## config.mk

```make
export PLATFORM = sky130hd
export DESIGN_NAME = ahb_cmd_master
export DESIGN_NICKNAME = d
export VERILOG_FILES = /design/src/rtl/ahb_master_pkg.sv /design/src/rtl/cmd_fifo.sv /design/src/rtl/ahb_cmd_master.sv
export SDC_FILE = /design/constraint.sdc
export NUM_CORES = 1
export LEC_CHECK = 0
export ABC_CLOCK_PERIOD_IN_PS = 8440
export CAP_MARGIN = 20
export CORE_MARGIN = 4
export CORE_UTILIZATION = 40
export DETAILED_ROUTE_END_ITERATION = 16
export GPL_ROUTABILITY_DRIVEN = 1
export PLACE_DENSITY_LB_ADDON = 0.12
export RECOVER_POWER = 25
export REMOVE_ABC_BUFFERS = 1
export SYNTH_ARGS = -nofsm -noshare
export SYNTH_HDL_FRONTEND = slang
export SYNTH_SLANG_ARGS = --single-unit
```

## constraint.sdc

```tcl
create_clock -name HCLK -period 8.44 [get_ports HCLK]
set_input_delay 2.11 -clock HCLK [delete_from_list [all_inputs] [get_ports HCLK]]
set_output_delay 2.11 -clock HCLK [all_outputs]
set_load 0.1 [all_outputs]
```

## src/rtl/ahb_master_pkg.sv

```systemverilog
// ahb_master_pkg: AHB-lite encodings, FSM states and the queued command layout
// shared by the command master and its FIFO.
package ahb_master_pkg;

    typedef enum logic [1:0] {
        HTRANS_IDLE   = 2'b00,
        HTRANS_BUSY   = 2'b01,
        HTRANS_NONSEQ = 2'b10,
        HTRANS_SEQ    = 2'b11
    } htrans_e;

    localparam logic [2:0] HSIZE_WORD    = 3'b010;
    localparam logic [2:0] HBURST_SINGLE = 3'b000;

    typedef enum logic [1:0] {
        ST_IDLE = 2'b00,
        ST_ADDR = 2'b01,
        ST_DATA = 2'b10
    } state_e;

    typedef struct packed {
        logic        write;
        logic [31:0] addr;
        logic [31:0] wdata;
    } cmd_t;

    localparam int CMD_W = $bits(cmd_t);

endpackage

```

## src/rtl/cmd_fifo.sv

```systemverilog
// cmd_fifo: command queue for the AHB master; pointers carry an extra wrap bit
// so full and empty are distinguishable without a separate counter.
module cmd_fifo #(
    parameter int WIDTH = 65,
    parameter int DEPTH = 4
) (
    input  logic             clk,
    input  logic             rst,
    input  logic             push,
    input  logic             pop,
    input  logic [WIDTH-1:0] wr_data,
    output logic [WIDTH-1:0] rd_data,
    output logic             full,
    output logic             empty
);

    localparam int AW = $clog2(DEPTH);

    logic [WIDTH-1:0] mem [DEPTH];
    logic [AW:0]      wptr_q, wptr_d;
    logic [AW:0]      rptr_q, rptr_d;
    logic             do_push, do_pop;

    assign empty   = wptr_q == rptr_q;
    assign full    = (wptr_q[AW] != rptr_q[AW]) && (wptr_q[AW-1:0] == rptr_q[AW-1:0]);
    assign do_push = push && !full;
    assign do_pop  = pop && !empty;
    assign rd_data = mem[rptr_q[AW-1:0]];

    always_comb begin
        wptr_d = do_push ? wptr_q + 1'b1 : wptr_q;
        rptr_d = do_pop ? rptr_q + 1'b1 : rptr_q;
    end

    always_ff @(posedge clk or posedge rst) begin
        if (rst) begin
            wptr_q <= '0;
            rptr_q <= '0;
        end else begin
            wptr_q <= wptr_d;
            rptr_q <= rptr_d;
        end
    end

    // Storage carries no reset: only entries between the pointers are ever read.
    always_ff @(posedge clk) begin
        if (do_push) mem[wptr_q[AW-1:0]] <= wr_data;
    end

endmodule

```

## src/rtl/ahb_cmd_master.sv

```systemverilog
// ahb_cmd_master: queues host commands and runs them one at a time as single
// AHB-lite word transfers, returning one response per command in order.
module ahb_cmd_master
    import ahb_master_pkg::*;
#(
    parameter int         FIFO_DEPTH = 4,
    parameter logic [3:0] HPROT_VAL  = 4'b0011
) (
    input  logic        HCLK,
    input  logic        HRESET,
    input  logic        cmd_valid,
    output logic        cmd_ready,
    input  logic        cmd_write,
    input  logic [31:0] cmd_addr,
    input  logic [31:0] cmd_wdata,
    output logic        rsp_valid,
    input  logic        rsp_ready,
    output logic [31:0] rsp_rdata,
    output logic        rsp_err,
    output logic        M_HSEL,
    output logic [31:0] M_HADDR,
    output logic [2:0]  M_HBURST,
    output logic [1:0]  M_HTRANS,
    output logic [2:0]  M_HSIZE,
    output logic        M_HWRITE,
    output logic [31:0] M_HWDATA,
    output logic [3:0]  M_HPROT,
    input  logic        M_HREADY,
    input  logic [31:0] M_HRDATA,
    input  logic        M_HRESP,
    output logic        busy
);

    state_e      state_q, state_d;
    cmd_t        head;
    logic        fifo_full, fifo_empty;
    logic        start, addr_done, data_done;
    logic        hsel_q, hsel_d;
    htrans_e     htrans_q, htrans_d;
    logic [31:0] haddr_q, haddr_d;
    logic        hwrite_q, hwrite_d;
    logic [31:0] hwdata_q, hwdata_d;
    logic        rsp_valid_q, rsp_valid_d;
    logic [31:0] rsp_rdata_q, rsp_rdata_d;
    logic        rsp_err_q, rsp_err_d;

    cmd_fifo #(
        .WIDTH (CMD_W),
        .DEPTH (FIFO_DEPTH)
    ) u_fifo (
        .clk     (HCLK),
        .rst     (HRESET),
        .push    (cmd_valid && cmd_ready),
        .pop     (data_done),
        .wr_data ({cmd_write, cmd_addr, cmd_wdata}),
        .rd_data (head),
        .full    (fifo_full),
        .empty   (fifo_empty)
    );

    assign cmd_ready = !fifo_full && !HRESET;
    // A new transfer starts only once the previous response is gone or leaving now.
    assign start     = state_q == ST_IDLE && !fifo_empty && (!rsp_valid_q || rsp_ready);
    assign addr_done = state_q == ST_ADDR && M_HREADY;
    assign data_done = state_q == ST_DATA && M_HREADY;

    always_ff @(posedge HCLK or posedge HRESET) begin
        if (HRESET) state_q <= ST_IDLE;
        else        state_q <= state_d;
    end

    always_comb begin
        state_d = start ? ST_ADDR : addr_done ? ST_DATA : data_done ? ST_IDLE : state_q;
    end

    always_comb begin
        hsel_d      = start ? 1'b1 : addr_done ? 1'b0 : hsel_q;
        htrans_d    = start ? HTRANS_NONSEQ : addr_done ? HTRANS_IDLE : htrans_q;
        haddr_d     = start ? head.addr & 32'hFFFF_FFFC : haddr_q;
        hwrite_d    = start ? head.write : hwrite_q;
        hwdata_d    = (addr_done && hwrite_q) ? head.wdata : hwdata_q;
        rsp_valid_d = data_done || (rsp_valid_q && !rsp_ready);
        rsp_rdata_d = data_done ? (hwrite_q ? 32'h0 : M_HRDATA) : rsp_rdata_q;
        rsp_err_d   = data_done ? M_HRESP : rsp_err_q;
    end

    always_ff @(posedge HCLK or posedge HRESET) begin
        if (HRESET) begin
            hsel_q      <= 1'b0;
            htrans_q    <= HTRANS_IDLE;
            haddr_q     <= '0;
            hwrite_q    <= 1'b0;
            hwdata_q    <= '0;
            rsp_valid_q <= 1'b0;
            rsp_rdata_q <= '0;
            rsp_err_q   <= 1'b0;
        end else begin
            hsel_q      <= hsel_d;
            htrans_q    <= htrans_d;
            haddr_q     <= haddr_d;
            hwrite_q    <= hwrite_d;
            hwdata_q    <= hwdata_d;
            rsp_valid_q <= rsp_valid_d;
            rsp_rdata_q <= rsp_rdata_d;
            rsp_err_q   <= rsp_err_d;
        end
    end

    assign M_HSEL    = hsel_q;
    assign M_HTRANS  = htrans_q;
    assign M_HADDR   = haddr_q;
    assign M_HWRITE  = hwrite_q;
    assign M_HWDATA  = hwdata_q;
    assign M_HSIZE   = HSIZE_WORD;
    assign M_HBURST  = HBURST_SINGLE;
    assign M_HPROT   = HPROT_VAL;
    assign rsp_valid = rsp_valid_q;
    assign rsp_rdata = rsp_rdata_q;
    assign rsp_err   = rsp_err_q;
    assign busy      = state_q != ST_IDLE || !fifo_empty;

endmodule
```

### Word level (Yosys, flattened, before mapping)

Memory sizes are Yosys's and may differ from the RTL's.
Index checks and enable logic that the tools add are counted.

* input bits: 103
* memory bits (writable): 260
* output and inout bits: 114
* flip-flop bits (word level): 108
* word-level logic and storage cells: 52
* memories: 1

* add/subtract/negate cells: 2
* eq/ne operators: 5
* reduce and logical (&&, ||, !) cells: 23
* mux-type cells: 10

Memory list
* u_fifo.mem: depth 4, width 65, rd ports 1, clocked after Yosys merged registers in 0, wr ports 1, RTL line cmd_fifo.sv:19 `logic [WIDTH-1:0] mem [DEPTH];`

Operators with widths (count)
* $mux W32: 1
* $logic_and A1 B1 Y1: 11
* $mux W2: 5
* $add A3 B1 Y3 const B: 2
* $logic_not A1 Y1: 5
* $mux W1: 4
* $reduce_bool A2 Y1: 2
* $eq A3 B3 Y1: 1
* $logic_or A1 B1 Y1: 3
* $reduce_bool A3 Y1: 1
* $eq A2 B1 Y1 const B: 1
* $eq A2 B2 Y1: 1
* $eq A2 B2 Y1 const B: 1
* $logic_not A2 Y1: 1
* $ne A1 B1 Y1: 1

### Logic depth before layout (Yosys ltp)

* depth in word-level cells: 8
* mapped depth: 5
* depth with buffers taken out: 3

### Modules after synthesis

Synthesis repeated with hierarchy kept, for this count alone.

* cells, all modules: 701
* area, all modules: 14048.5 sq um

Modules (own cells, without submodules)
* cmd_fifo: cells each 390, seq. area each 7957.6 sq um, area each 9903.2 sq um, instances 1
* ahb_cmd_master: cells each 311, seq. area each 2502.4 sq um, area each 4145.2 sq um, instances 1

### Worst setup path after synthesis

No wires, ideal clock.

* path type: input-to-output
* start point: input HRESET
* end point: output cmd_ready
* buffers on the path: 0
* arrival: 3571 ps
* slack: 2759 ps
* data required time: 6330 ps
* stages on the path: 1
* cell sequence: a21oi_1

* word-level cells in the longest chain between the ends: 2

Ends and longest elaborated chain
* start: declaration: RTL line ahb_cmd_master.sv:10 `input logic HRESET,`
* $logic_not A1 Y1 (no line)
* $logic_and A1 B1 Y1: RTL line ahb_cmd_master.sv:61 `assign cmd_ready = !fifo_full && !HRESET;`
* end: declaration: RTL line ahb_cmd_master.sv:12 `output logic cmd_ready,`

No other way between the ends.

### Final worst setup path

Same ends and word-level chain as after synthesis.

==> qor.txt <==
Critical path data arrival time = 3.89 ns
Mapped Cells = 671
# Max-Cap Violations = 0
WL per Instance = 20.0 µm
TritonCTS clock tree = done
#FFs+latches synth = 358
Setup TNS = 0 ns
Crit path capture type = primary output
Placement Setup Slack = 2.44 ns
Vias = 6657
First drt pass iteration count = 4
Total clock buffers created by CTS = 40
Initial core utilization = 40.6%
Synth Cell Area = 13600 µm²
Area Growth Syn to Fin = 27.1%
Die X = 193 µm
Vias in the first global route = 7291
Layout cell share with drive strength beyond 1 = 22.6%
Largest net degree at the start of global routing = 66
Antenna viol nets, final = 0
Chip height = 193 µm
Routed WL = 27.4 mm
YS warnings = 0
Status = finished clean
Worst Clk Skew = 0.0185 ns
Final period util = 71.1%
RSZ-0062 raised after global routing = no
Fin nets = 998
Req. time, crit path = 6.33 ns
Total GRT Usage = 14.9%
Worst Tran Pin Value = 1.07 ns
Port bufs = 201
CP max FO = 3
Clock Latency Late Sink = 0.53 ns
DR vias/cell = 4.86
Fmax = 0.167 GHz
Flop-to-flop setup slack = 5.46 ns
Fin. Hold Viols = 0
Root buffer cell = clkbuf_16
FP Rows = 67
Setup Buffers After CTS = 0
Clock buffer depth = 3
Fin util = 51.6%
Starting DRT DRC Count = 318
Core area = 33500 µm²
Seq/Total Area, Yosys = 75.0%
Clock sink count = 358
Hold_ws = 0.477 ns
Routability cong. = 0.683
Total grt overflow = 0
H-tree levels = 2
DRC Markers = 0
Count of cell types in the netlist = 34
Hold Crit Class = register to register
Final setup viols = 0
Normalized max-slew margin = 28.8%
Post-CTS Hold Fix Bufs = 0
Final Critical Period = 6.00 ns
CP startpoint kind = input pin
Crit Path Category = input pin to primary output
PnR worst setup slack = 2.44 ns
Hpwl dp = 15.9 mm
Clock-pin slew on the worst setup and hold paths = 0.05 ns
IO Count = 217
Initial antenna violation count = 6
Post-cts resize count = 0
First-pass GRT wire length = 42.4 mm
Die ar. = 37100 µm²
Mean post-synth cell area = 20.3 µm²
Slew Viols, Final = 0
-- layer usage --
layer / up-vias / share of wire, % / track usage [%]
li1: 3012 / - / -
met1: 3374 / 42 / 19.0
met2: 207 / 49 / 25.3
met3: 54 / 7.2 / 4.20
met4: 10 / 2.2 / 4.09
met5: - / 0.25 / 0
-- critical path, stage by stage --
cell	delay, ns
clkdlybuf4s50_1	0.47
a21oi_1	0.15
clkdlybuf4s50_1	1.15
-- cell usage in the layout (no fill, tap or decap), types with 2 or more instances in the layout --
master	instances
and2_4	3
buf_4	8
clkbuf_1	12
clkbuf_16	41
clkbuf_8	5
clkdlybuf4s50_1	149
clkinv_1	6
clkinv_2	6
conb_1	13
dfrtp_1	104
dfrtp_4	2
dlygate4sd3_1	52
edfxtp_1	252
ha_1	5
inv_1	3
inv_6	3
mux2_2	39
mux2_4	28
mux4_2	63
nand2_1	36
nand2b_1	33
nand3b_1	2
nor2_1	2
o21ai_0	33
xnor2_1	3
xor2_1	2
xor2_2	2
-- logic make-up (layout without fill, tap and decap cells) --
kind of cell,count (synthesis),in the layout,share of synthesized area [%]
multiplexers,130,130,16.7
AND/OR/NAND/NOR,80,80,3.02
AO/OA/AOI/OAI,39,39,1.73
other,2,14,0.0551
XOR/XNOR,8,8,0.763
flip-flops,358,358,75.0
adder cells (fa/ha/maj),5,5,0.459
buffers and inverters,49,289,2.20
-- path summary, 6_finish.rpt --
kind / start / end / cells after the start
min: rsp_rdata[16] / rsp_rdata[16] / 2
max in group asynchronous: HRESET / M_HSEL / 3
min reg2reg: rsp_rdata[16] / rsp_rdata[16] / 2
min in group asynchronous: HRESET / u_fifo.rptr_q[2] / 2
max: HRESET / cmd_ready / 3
max reg2reg: u_fifo.rptr_q[0] / M_HWRITE / 4
-- state kept, by name, summed over array words and instances (netlist names) --
register and count:
state_q 2, M_HWDATA 32, u_fifo.rptr_q 3, u_fifo.mem 252, M_HWRITE 1, rsp_rdata 32, rsp_err 1, rsp_valid 1
u_fifo.wptr_q 3, M_HADDR 30, M_HSEL 1
-- stage by stage --
stage,cell area [µm²],cells
finish,17300,1371
global route,17300,1370
CTS,17300,1369
detailed placement,16000,1295
global placement,16000,1295
floorplan,13400,638
-- Yosys cell counts --
cell	n	area share, %
edfxtp_1	252	56
dfrtp_1	106	19
mux4_2	63	10
mux2_2	39	3.2
nand2_1	36	0.99
nand2b_1	33	1.5
o21ai_0	33	1.2
mux2_4	28	3.1
buf_4	21	1.2
clkbuf_1	12	0.33
buf_2	6	0.22
ha_1	5	0.46
inv_1	5	0.14
and2_1	3	0.14
xnor2_1	3	0.19
buf_1	2	0.055
buf_8	2	0.22
conb_1	2	0.055
nand3b_1	2	0.11
nor2_1	2	0.055
xor2_1	2	0.13
xor2_2	2	0.24
a21oi_1	1	0.037
and3b_1	1	0.064
buf_6	1	0.083
nand3_1	1	0.037
nand4b_1	1	0.064
nor2b_1	1	0.046
o311a_2	1	0.083
o311ai_0	1	0.064
o311ai_4	1	0.19
o31a_1	1	0.064
o31a_2	1	0.073
xor2_4	1	0.20
-- layout make-up --
cell class              instances  area (µm²)
fillers                      2719       16200
flip-flops and latches        358       10200
multi-input cells             275        3150
repair buffers                210        2090
clock buffers                  58        1140
well taps                     448         561
clock inverters                16         111
inverters                       5        22.5
diodes                          1        2.50
Power is left out: the tool's default activity adds up to more than one toggle a clock period on the data nets, which glitch-free logic cannot reach.
